File: src/rtl/chip8_pkg.sv
// Shared CHIP-8 memory constants: access types, flat BRAM bases, register offsets,
// requester IDs and the response tag carried through the BRAM latency pipe.
package chip8_pkg;

   localparam int PROC_MEM_TYPE_RAM   = 0;
   localparam int PROC_MEM_TYPE_REG   = 1;
   localparam int PROC_MEM_TYPE_STACK = 2;
   localparam int PROC_MEM_TYPE_COUNT = 3;
   localparam int TYPE_W              = $clog2(PROC_MEM_TYPE_COUNT);

   localparam logic [15:0] REG_BASE   = 16'h1000;
   localparam logic [15:0] STACK_BASE = 16'h1020;

   localparam int REG_IH  = 16;
   localparam int REG_IL  = 17;
   localparam int REG_PCH = 18;
   localparam int REG_PCL = 19;
   localparam int REG_SP  = 20;
   localparam int REG_DT  = 21;
   localparam int REG_ST  = 22;

   // Highest legal offsets inside the register and stack windows.
   localparam int REG_LAST   = REG_ST;
   localparam int STACK_LAST = 31;

   // Interpreter area; only the ROM loader may write below this address.
   localparam logic [11:0] RAM_PROTECT_END = 12'h200;

   localparam int REQ_PROC   = 0;
   localparam int REQ_DRAW   = 1;
   localparam int REQ_LOADER = 2;

   // Wide enough for the largest supported requester count (4).
   localparam int REQ_ID_W = 2;

   typedef struct packed {
      logic                is_read;
      logic [REQ_ID_W-1:0] id;
      logic                err;
   } rsp_tag_t;

   // Typed 12-bit address to flat BRAM address; unused encodings fall back to RAM.
   function automatic logic [15:0] map_addr(input logic [TYPE_W-1:0] typ,
                                            input logic [11:0]        addr);
      case (typ)
         TYPE_W'(PROC_MEM_TYPE_REG):   map_addr = REG_BASE + {11'd0, addr[4:0]};
         TYPE_W'(PROC_MEM_TYPE_STACK): map_addr = STACK_BASE + {11'd0, addr[4:0]};
         default:                      map_addr = {4'd0, addr};
      endcase
   endfunction

endpackage

File: src/rtl/chip8_rr_arbiter.sv
// Round-robin single-grant arbiter. Search starts one past the last accepted
// requester; the pointer moves only when a grant (and hence an accept) occurs.
module chip8_rr_arbiter #(
   parameter int N    = 3,
   parameter int ID_W = (N > 1) ? $clog2(N) : 1
) (
   input  logic            clk_in,
   input  logic            rst_in,
   input  logic [N-1:0]    valid,
   output logic [N-1:0]    grant,
   output logic [ID_W-1:0] grant_id,
   output logic            grant_any
);

   logic [ID_W-1:0] last_q;
   int              idx;

   // Grant is only raised toward a valid requester, so grant[i] alone means accept.
   always_comb begin
      grant     = '0;
      grant_id  = '0;
      grant_any = 1'b0;
      idx       = 0;
      if (!rst_in) begin
         for (int k = 1; k <= N; k++) begin
            idx = (int'(last_q) + k) % N;
            if (!grant_any && valid[idx]) begin
               grant[idx] = 1'b1;
               grant_id   = ID_W'(idx);
               grant_any  = 1'b1;
            end
         end
      end
   end

   always_ff @(posedge clk_in) begin
      if (rst_in) begin
         last_q <= ID_W'(N - 1);
      end else if (grant_any) begin
         last_q <= grant_id;
      end
   end

endmodule

File: src/rtl/chip8_mem_arbiter.sv
// Shares the CHIP-8 state BRAM port among NUM_REQ requesters with round-robin
// grant, typed address mapping and in-order read-response routing.
// Optional access checking: define CHIP8_MEM_ARB_CHECK_EN.
module chip8_mem_arbiter
   import chip8_pkg::*;
#(
   parameter int NUM_REQ      = 3,
   parameter int BRAM_LATENCY = 2,
   parameter int BRAM_ADDR_W  = 13
) (
   input  logic                      clk_in,
   input  logic                      rst_in,
   input  logic [NUM_REQ-1:0]        req_valid_in,
   input  logic [NUM_REQ*12-1:0]     req_addr_in,
   input  logic [NUM_REQ-1:0]        req_we_in,
   input  logic [NUM_REQ*8-1:0]      req_data_in,
   input  logic [NUM_REQ*TYPE_W-1:0] req_type_in,
   output logic [NUM_REQ-1:0]        req_ready_out,
   output logic [NUM_REQ-1:0]        rsp_valid_out,
   output logic [7:0]                rsp_data_out,
   output logic [BRAM_ADDR_W-1:0]    bram_addr_out,
   output logic                      bram_we_out,
   output logic [7:0]                bram_din_out,
   input  logic [7:0]                bram_dout_in,
   output logic                      error_out
);

   localparam int ID_W = $clog2(NUM_REQ);

   if (NUM_REQ < 2 || NUM_REQ > 4) begin : g_bad_num_req
      $error("chip8_mem_arbiter: NUM_REQ must be 2..4");
   end
   if (BRAM_LATENCY < 1) begin : g_bad_latency
      $error("chip8_mem_arbiter: BRAM_LATENCY must be at least 1");
   end

   // Handshake: a transfer happens when req_valid_in[i] && req_ready_out[i].
   // ready is a combinational function of valid (the arbiter grant); requesters
   // hold addr/we/data/type stable while valid && !ready and never gate valid on ready.
   logic [ID_W-1:0]        gnt_id;
   logic                   accept;

   chip8_rr_arbiter #(
      .N    (NUM_REQ),
      .ID_W (ID_W)
   ) u_rr_arbiter (
      .clk_in    (clk_in),
      .rst_in    (rst_in),
      .valid     (req_valid_in),
      .grant     (req_ready_out),
      .grant_id  (gnt_id),
      .grant_any (accept)
   );

   logic [11:0]            sel_addr;
   logic                   sel_we;
   logic [7:0]             sel_data;
   logic [TYPE_W-1:0]      sel_type;
   logic [BRAM_ADDR_W-1:0] mapped_addr;
   logic                   illegal;

   always_comb begin
      sel_addr    = req_addr_in[int'(gnt_id)*12 +: 12];
      sel_we      = req_we_in[gnt_id];
      sel_data    = req_data_in[int'(gnt_id)*8 +: 8];
      sel_type    = req_type_in[int'(gnt_id)*TYPE_W +: TYPE_W];
      mapped_addr = BRAM_ADDR_W'(map_addr(sel_type, sel_addr));
   end

`ifdef CHIP8_MEM_ARB_CHECK_EN
   logic error_q;

   always_comb begin
      illegal = 1'b0;
      case (sel_type)
         TYPE_W'(PROC_MEM_TYPE_RAM):
            illegal = sel_we && (sel_addr < RAM_PROTECT_END) &&
                      (int'(gnt_id) != REQ_LOADER);
         TYPE_W'(PROC_MEM_TYPE_REG):   illegal = sel_addr > 12'(REG_LAST);
         TYPE_W'(PROC_MEM_TYPE_STACK): illegal = sel_addr > 12'(STACK_LAST);
         default:                      illegal = 1'b1;
      endcase
   end

   // Sticky until reset so software can poll it after the fact.
   always_ff @(posedge clk_in) begin
      if (rst_in) begin
         error_q <= 1'b0;
      end else if (accept && illegal) begin
         error_q <= 1'b1;
      end
   end

   assign error_out = error_q;
`else
   assign illegal   = 1'b0;
   assign error_out = 1'b0;
`endif

   logic [BRAM_ADDR_W-1:0] addr_q;

   always_ff @(posedge clk_in) begin
      if (rst_in) begin
         addr_q <= '0;
      end else if (accept) begin
         addr_q <= mapped_addr;
      end
   end

   // Address is live in the accept cycle and parked on the last value otherwise.
   always_comb begin
      bram_addr_out = accept ? mapped_addr : addr_q;
      bram_we_out   = accept && sel_we && !illegal;
      bram_din_out  = accept ? sel_data : 8'h00;
   end

   rsp_tag_t new_tag;
   rsp_tag_t out_tag;
   rsp_tag_t tag_q [BRAM_LATENCY];

   always_comb begin
      new_tag         = '0;
      new_tag.is_read = accept && !sel_we;
      new_tag.id      = REQ_ID_W'(gnt_id);
      new_tag.err     = accept && illegal;
   end

   // Tag pipe mirrors the BRAM read latency, so responses leave in accept order.
   always_ff @(posedge clk_in) begin
      if (rst_in) begin
         for (int i = 0; i < BRAM_LATENCY; i++) begin
            tag_q[i] <= '0;
         end
      end else begin
         tag_q[0] <= new_tag;
         for (int i = 1; i < BRAM_LATENCY; i++) begin
            tag_q[i] <= tag_q[i-1];
         end
      end
   end

   assign out_tag = tag_q[BRAM_LATENCY-1];

   always_comb begin
      rsp_valid_out = '0;
      for (int i = 0; i < NUM_REQ; i++) begin
         rsp_valid_out[i] = !rst_in && out_tag.is_read &&
                            (out_tag.id == REQ_ID_W'(i));
      end
      rsp_data_out = out_tag.err ? 8'h00 : bram_dout_in;
   end

endmodule
File: config.mk
export PLATFORM = sky130hd
export DESIGN_NAME = chip8_mem_arbiter
export DESIGN_NICKNAME = d
export VERILOG_FILES = /design/src/rtl/chip8_pkg.sv /design/src/rtl/chip8_rr_arbiter.sv /design/src/rtl/chip8_mem_arbiter.sv
export SDC_FILE = /design/constraint.sdc
export NUM_CORES = 1
export LEC_CHECK = 0
export BUFFER_PORTS_ARGS = -buffer_cell sky130_fd_sc_hd__buf_4
export CORE_UTILIZATION = 44
export DETAILED_ROUTE_END_ITERATION = 16
export GPL_ROUTABILITY_DRIVEN = 0
export PLACE_DENSITY = 0.88
export REMOVE_ABC_BUFFERS = 1
export SLEW_MARGIN = 0
export SYNTH_ARGS = -nofsm -noshare
export SYNTH_HDL_FRONTEND = slang
export SYNTH_SLANG_ARGS = --single-unit
File: constraint.sdc
create_clock -name clk_in -period 3.1 [get_ports clk_in]
set_input_delay 0.155 -clock clk_in [delete_from_list [all_inputs] [get_ports clk_in]]
set_output_delay 0.155 -clock clk_in [all_outputs]
set_load 0.01 [all_outputs]
# Word-level counts from Yosys, hierarchy flattened
# Memory sizes are Yosys's and may differ from the RTL's.
# Cells that the tools add are included.
# classes
n_eq_ne	4
multipliers	1
n_lt_le_gt_ge	7
muxes	42
n_shift	3
n_bitwise	4
reduce_logical	16
n_div	3
add_sub_neg	5
# op_table
cell	count
32-bit by 1-bit greater-or-equal comparator with 1-bit output, second input constant	3
32-bit by 4-bit less-than comparator with 1-bit output, second input constant	3
32-bit by 3-bit modulo with 32-bit output, second input constant	3
36-bit by 7-bit variable part select with 12-bit output	1
13-bit by 5-bit adder with 13-bit output, first input constant	2
13-bit one-hot mux with 2 select lines	1
24-bit by 6-bit variable part select with 8-bit output	1
1-bit 2-to-1 mux	19
3-bit 2-to-1 mux	6
8-bit 2-to-1 mux	2
13-bit 2-to-1 mux	1
1-bit logical AND	11
1-bit binary-select mux with 2-bit select	4
2-bit 2-to-1 mux	4
4-bit 2-to-1 mux	2
2-bit by 2-bit adder with 3-bit output, second input constant	2
1-bit demux with 2-bit select	3
3-bit bitwise OR	2
6-bit by 4-bit variable part select with 2-bit output	1
2-bit by 1-bit == test with 1-bit output, second input constant	2
2-bit == test, second input constant	2
1-bit logical NOT	4
2-bit by 2-bit multiplier with 4-bit output, second input constant	1
2-bit by 1-bit adder with 3-bit output, second input constant	1
other kinds (3)	4
# word_totals
in_bits	82
output_inout_bits	37
mem_count	1
register_bits	15
elab_cells	88
mem_bits_rw	8
# mem_list
name	depth	width	rd	rd_clocked_by_memory_dff	wr	line_no	source
tag_q	2	4	2	0	2	chip8_mem_arbiter.sv:119	rsp_tag_t tag_q [BRAM_LATENCY];

# Longest topological paths before layout
# logic_depth
depth_word	20
depth_mapped	14
depth_no_buf	11

# By module
# A second synthesis with hierarchy kept.
# hier_totals
hier_cells	248
area_unflattened_um2	2011.9
# modules_own_cells
mod	cells_each	instances	seq_area_each_um2	area_per_inst_um2
chip8_mem_arbiter	180	1	380.4	1477.7
chip8_rr_arbiter	68	1	40.0	534.3

# Worst setup path after synthesis
# Ideal clock, no wire load.
# synth_path
path_type	reg-to-output
from	reg u_rr_arbiter.last_q[0]
to	out bram_addr_out[5]
required_time_ps	2945
path_stages_with_launch	15
slack_ps	251
n_path_buf	3
t_arrival_ps	2694
path_cell_list	dfxtp_1 -> inv_1 -> ha_1 -> buf_2 -> buf_2 -> a21oi_1 -> o21a_1 -> nand2_1 -> buf_4 -> mux2i_1 -> o21ai_0 -> ha_1 -> o31a_1 -> o221ai_1 -> a31oi_1
# synth_between
elab_chain_len	20
elab_cells_between_ends	38
cone_classes	add/sub: 5; mul: 1; div: 3; eq/ne: 2; shift: 2; mux: 21; reduce/logical: 4
# synth_lines
item	line_no	source
from (decl)	chip8_rr_arbiter.sv:15	logic [ID_W-1:0] last_q;
from (signal assigned)	chip8_rr_arbiter.sv:38	last_q <= ID_W'(N - 1);
from (signal assigned)	chip8_rr_arbiter.sv:40	last_q <= grant_id;
2-bit by 1-bit adder with 3-bit output	chip8_rr_arbiter.sv:26	idx = (int'(last_q) + k) % N;
32-bit by 3-bit modulo with 32-bit output	chip8_rr_arbiter.sv:26	
1-bit binary-select mux with 2-bit select	chip8_rr_arbiter.sv:27	if (!grant_any && valid[idx]) begin
1-bit 2-to-1 mux (implied by the code) (2 in series)	chip8_rr_arbiter.sv:27	
1-bit 2-to-1 mux	chip8_rr_arbiter.sv:27	
1-bit 2-to-1 mux	chip8_rr_arbiter.sv:24	if (!rst_in) begin
1-bit logical NOT	chip8_rr_arbiter.sv:27	
1-bit logical AND	chip8_rr_arbiter.sv:27	
(+3 left out)	--	
1-bit logical AND	chip8_rr_arbiter.sv:27	
2-bit 2-to-1 mux	chip8_rr_arbiter.sv:27	
2-bit 2-to-1 mux	chip8_rr_arbiter.sv:24	
2-bit by 2-bit multiplier with 4-bit output	chip8_mem_arbiter.sv:63	sel_addr = req_addr_in[int'(gnt_id)*12 +: 12];
36-bit by 7-bit variable part select with 12-bit output	chip8_mem_arbiter.sv:63	
13-bit by 5-bit adder with 13-bit output, on equally long branches	chip8_pkg.sv:47, chip8_pkg.sv:46	
13-bit one-hot mux with 2 select lines	chip8_pkg.sv:45	case (typ)
13-bit 2-to-1 mux *	--	
to (decl)	chip8_mem_arbiter.sv:21	output logic [BRAM_ADDR_W-1:0] bram_addr_out,
# Every way passes the cells marked *; elsewhere a longest branch is shown, timed or not. The select of a mux whose other input is x is not followed.

# Worst setup path after layout
# Same ends and word-level chain as after synthesis.

==> flow_summary.json <==
{
  "max-cap-violations": 0,
  "cpMaxStageDelayCell": "sky130_fd_sc_hd__dfxtp_4",
  "placeableCoreArea_sq_um": 4115,
  "drc": 0,
  "cp_top_family": "compound AO/OA/AOI/OAI gates",
  "cts_tree": "built",
  "cts_hold_buf": 0,
  "run_status": "finished clean",
  "drive_above_1_share_pct": 42.49,
  "drv_slew": 0,
  "effective_utilization_at_floorplan_pct": 47.28,
  "cp_slowest_stage_delay_ns": 0.39,
  "cpMostUsedCell": "sky130_fd_sc_hd__buf_4",
  "synth.yosys.warnings": 0,
  "ctsHtreeMaxLevel": 1,
  "global_route_wire_length_before_repair_mm": 8.976,
  "max_freq_mhz": 331.8,
  "layout-area-overhead-vs-synth_pct": 46.75,
  "report.final.hold_viol_count": 0,
  "route.vias.total": 2356,
  "timing.setup.critical_path_class": "reg2out",
  "setup_viol_count_final": 0,
  "worstSetupEndpointType": "primary output",
  "cts.sinks": 21,
  "total_inserted_antenna_cells": 0,
  "dieHeight_um": 68.50,
  "setup.worst_path.start_class": "flip-flop",
  "synth_largest_area_cell": "sky130_fd_sc_hd__dfxtp_1",
  "pin_count_of_the_biggest_net_entering_global_routing": 23,
  "sequential_cell_area_sq_um": 425.4,
  "drt_pass_1_iters": 5,
  "number_of_rows_created_at_floorplan": 23,
  "distinct_cell_type_count_after_synthesis": 54,
  "die-area_sq_um": 4692,
  "cts_inserted_buffers": 3,
  "global_route.overflow_total": 0,
  "post_synth_instance_area_sq_um": 1946,
  "synth_top_area_share_pct": 21.61,
  "skew_ns": 0.007059,
  "syn_area_per_cell_sq_um": 7.845,
  "finished_core_util_pct": 69.38,
  "yosys-top-cells-count": "sky130_fd_sc_hd__o21ai_0 (34), sky130_fd_sc_hd__dfxtp_1 (21), sky130_fd_sc_hd__nand2_1 (18)",
  "multiInputGateArea_sq_um": 1375,
  "cp_data_arrival_time_ns": 2.86,
  "number_of_antenna_violations_at_the_first_check_in_global_routing": 0,
  "post-route-cell-area_sq_um": 2855,
  "global_route.usage.total_pct": 24.89,
  "detail_route.wl_per_cell_um": 16.18,
  "peakVddDrop_mv": 0.3431,
  "nNetsFinal": 434,
  "p_total_mw": 1.586,
  "filler_cell_count": 329,
  "synth_enable_flop_cells": 0,
  "clkTransAtPathRegs_ns": 0.09,
  "critical_path_required_ns": 2.94,
  "worstMarginPinSlew_ns": 0.5821,
  "routed_wl_mm": 6.408,
  "timing.final.crit_share_pct": 97.23,
  "vias_per_cell": 5.949,
  "die_x_um": 68.50,
  "detailedRoute.firstIterationViolations": 127,
  "cts_root_buf": "sky130_fd_sc_hd__clkbuf_8",
  "buffer_ports.inserted": 101,
  "power-per-cell-area_nw_per_um2": 555.5,
  "postSynthCellCount": 248,
  "synth-main-ff-cell": "sky130_fd_sc_hd__dfxtp_1",
  "final-instance-count-excl-fill": 396,
  "yosys-top-cells-area": "sky130_fd_sc_hd__dfxtp_1 (22%), sky130_fd_sc_hd__o21ai_0 (8.7%), sky130_fd_sc_hd__mux2i_1 (6.2%)",
  "via_count_of_the_first_global_routing_pass": 2110,
  "worst_slew_margin_relative_to_its_limit_pct": 60.96,
  "worstHoldPathType": "in2reg",
  "synth.yosys.seq_area_share_pct": 21.61,
  "worst_skew_pair_later_pin_latency_ns": 0.27,
  "io-pin-count": 119,
  "dp_cells": 381,
  "cts-root-to-sink-buffers": 2,
  "critical_path.n_buffers_inverters": 4,
  "most_frequently_used_cell_type_in_the_post_synthesis_netlist": "sky130_fd_sc_hd__o21ai_0",
  "detailed_place_hpwl_mm": 4.605,
  "ant_nets": 0,
  "final_period_minus_worst_setup_slack_ns": 3.014,
  "placed_area_sq_um": 2669,
  "cellLeakagePower_nw": 1.331,
  "path_cells": "inv_1 > ha_4 > buf_4 > a2bb2oi_2 > nand2_2 > buf_6 > mux2i_1 > o21ai_0 > ha_1 > o31a_1 > o221ai_1 > a31oi_1 > buf_4",
  "async_set_reset_flop_share_out_of_synthesis_pct": 0,
  "postSynthRegisterBits": 21,
  "critPathMaxFanout": 7
}
## area by class of cell
cell class | instances | area share (%)
multi-input combinational | 191 | 48.16
sequential | 21 | 14.90
clock buffer | 3 | 1.446
timing repair buffer | 120 | 31.81
tap | 50 | 2.191
inverter | 10 | 1.315
clock inverter | 1 | 0.1753
## per-layer routing
| metal | vias up | global-route usage [%] | wire (um) |
|---|---|---|---|
| met1 | 1092 | 28.67 | 2593 |
| met5 | - | 0 | 0 |
| met3 | 13 | 6.579 | 535 |
| met2 | 130 | 45.71 | 3200 |
| met4 | 0 | 4.948 | 79 |
| li1 | 1121 | - | - |
## path summary, 6_finish.rpt
path / slack, ns / cells past startpoint / end / startpoint
worst max-delay path: 0.09 / 13 / bram_addr_out[5] / u_rr_arbiter.last_q[0]$_SDFFE_PP0P_
worst min-delay path: 0.18 / 3 / addr_q[0]$_SDFF_PP0_ / req_addr_in[24]
worst max register to register: 0.54 / 10 / addr_q[11]$_SDFF_PP0_ / u_rr_arbiter.last_q[0]$_SDFFE_PP0P_
worst min register to register: 0.46 / 1 / tag_q[0][7]$_SDFF_PP0_ / tag_q[0][3]$_SDFF_PP0_
## registers in the layout (all words and copies together) (netlist names)
register             flops
addr_q                  13
u_rr_arbiter.last_q      2
tag_q                    6
## metrics by stage
| step | hold slack (ns) | setup WS [ns] | TNS [ns] |
|---|---|---|---|
| 2_1_floorplan | 0.2241 | -0.1877 | -1.042 |
| 3_3_place_gp | 0.3101 | 0.1857 | 0 |
| 3_5_place_dp | 0.3101 | 0.07179 | 0 |
| 4_1_cts | 0.1853 | 0.03157 | 0 |
| 5_1_grt | 0.2014 | -0.08426 | -0.08426 |
| 6_report | 0.1831 | 0.08594 | 0 |
## worst min-delay path, cell delays in order
cell	delay, ns
sky130_fd_sc_hd__buf_4	0.09
sky130_fd_sc_hd__a22oi_1	0.07
sky130_fd_sc_hd__a21oi_1	0.11
## logic make-up (layout without fill, tap and decap cells)
group	count (synthesis)	count (layout)	share of synthesized area, %
simple gates	68	68	18.33
other cells	1	1	0.1927
compound gates	103	103	39.29
buf+inv	36	134	10.03
flops	21	21	21.61
fa+ha+maj	6	6	3.794
mux	13	13	6.753
## placed cells by master (no fill, tap or decap), drive strengths merged, types with 2 or more instances in the layout
cell type,n
a211oi,10
a21boi,5
a21oi,10
a22oi,6
a2bb2o,6
a2bb2oi,2
a31oi,3
and3,5
buf,120
clkbuf,3
dfxtp,21
ha,5
inv,10
mux2i,12
nand2,19
nand2b,5
nand3,2
nor2,15
nor2b,6
nor3,7
nor3b,2
nor4bb,2
o2111ai,3
o211ai,2
o21ai,38
o32a,6
o32ai,2
## power by group
group	switching, mW	internal [mW]	total (mW)
logic	0.539	0.498	1.04
registers	0.0313	0.328	0.359
clock network	0.100	0.0899	0.190
## repair_timing
item	4_1_cts	5_1_grt
resized for setup	3	12
buffers inserted	1	10
endpoints found under the setup margin	8	7
endpoints found under the hold margin	0	0
pin swaps	0	4
Note: power is estimated with default switching activity, not from simulation.
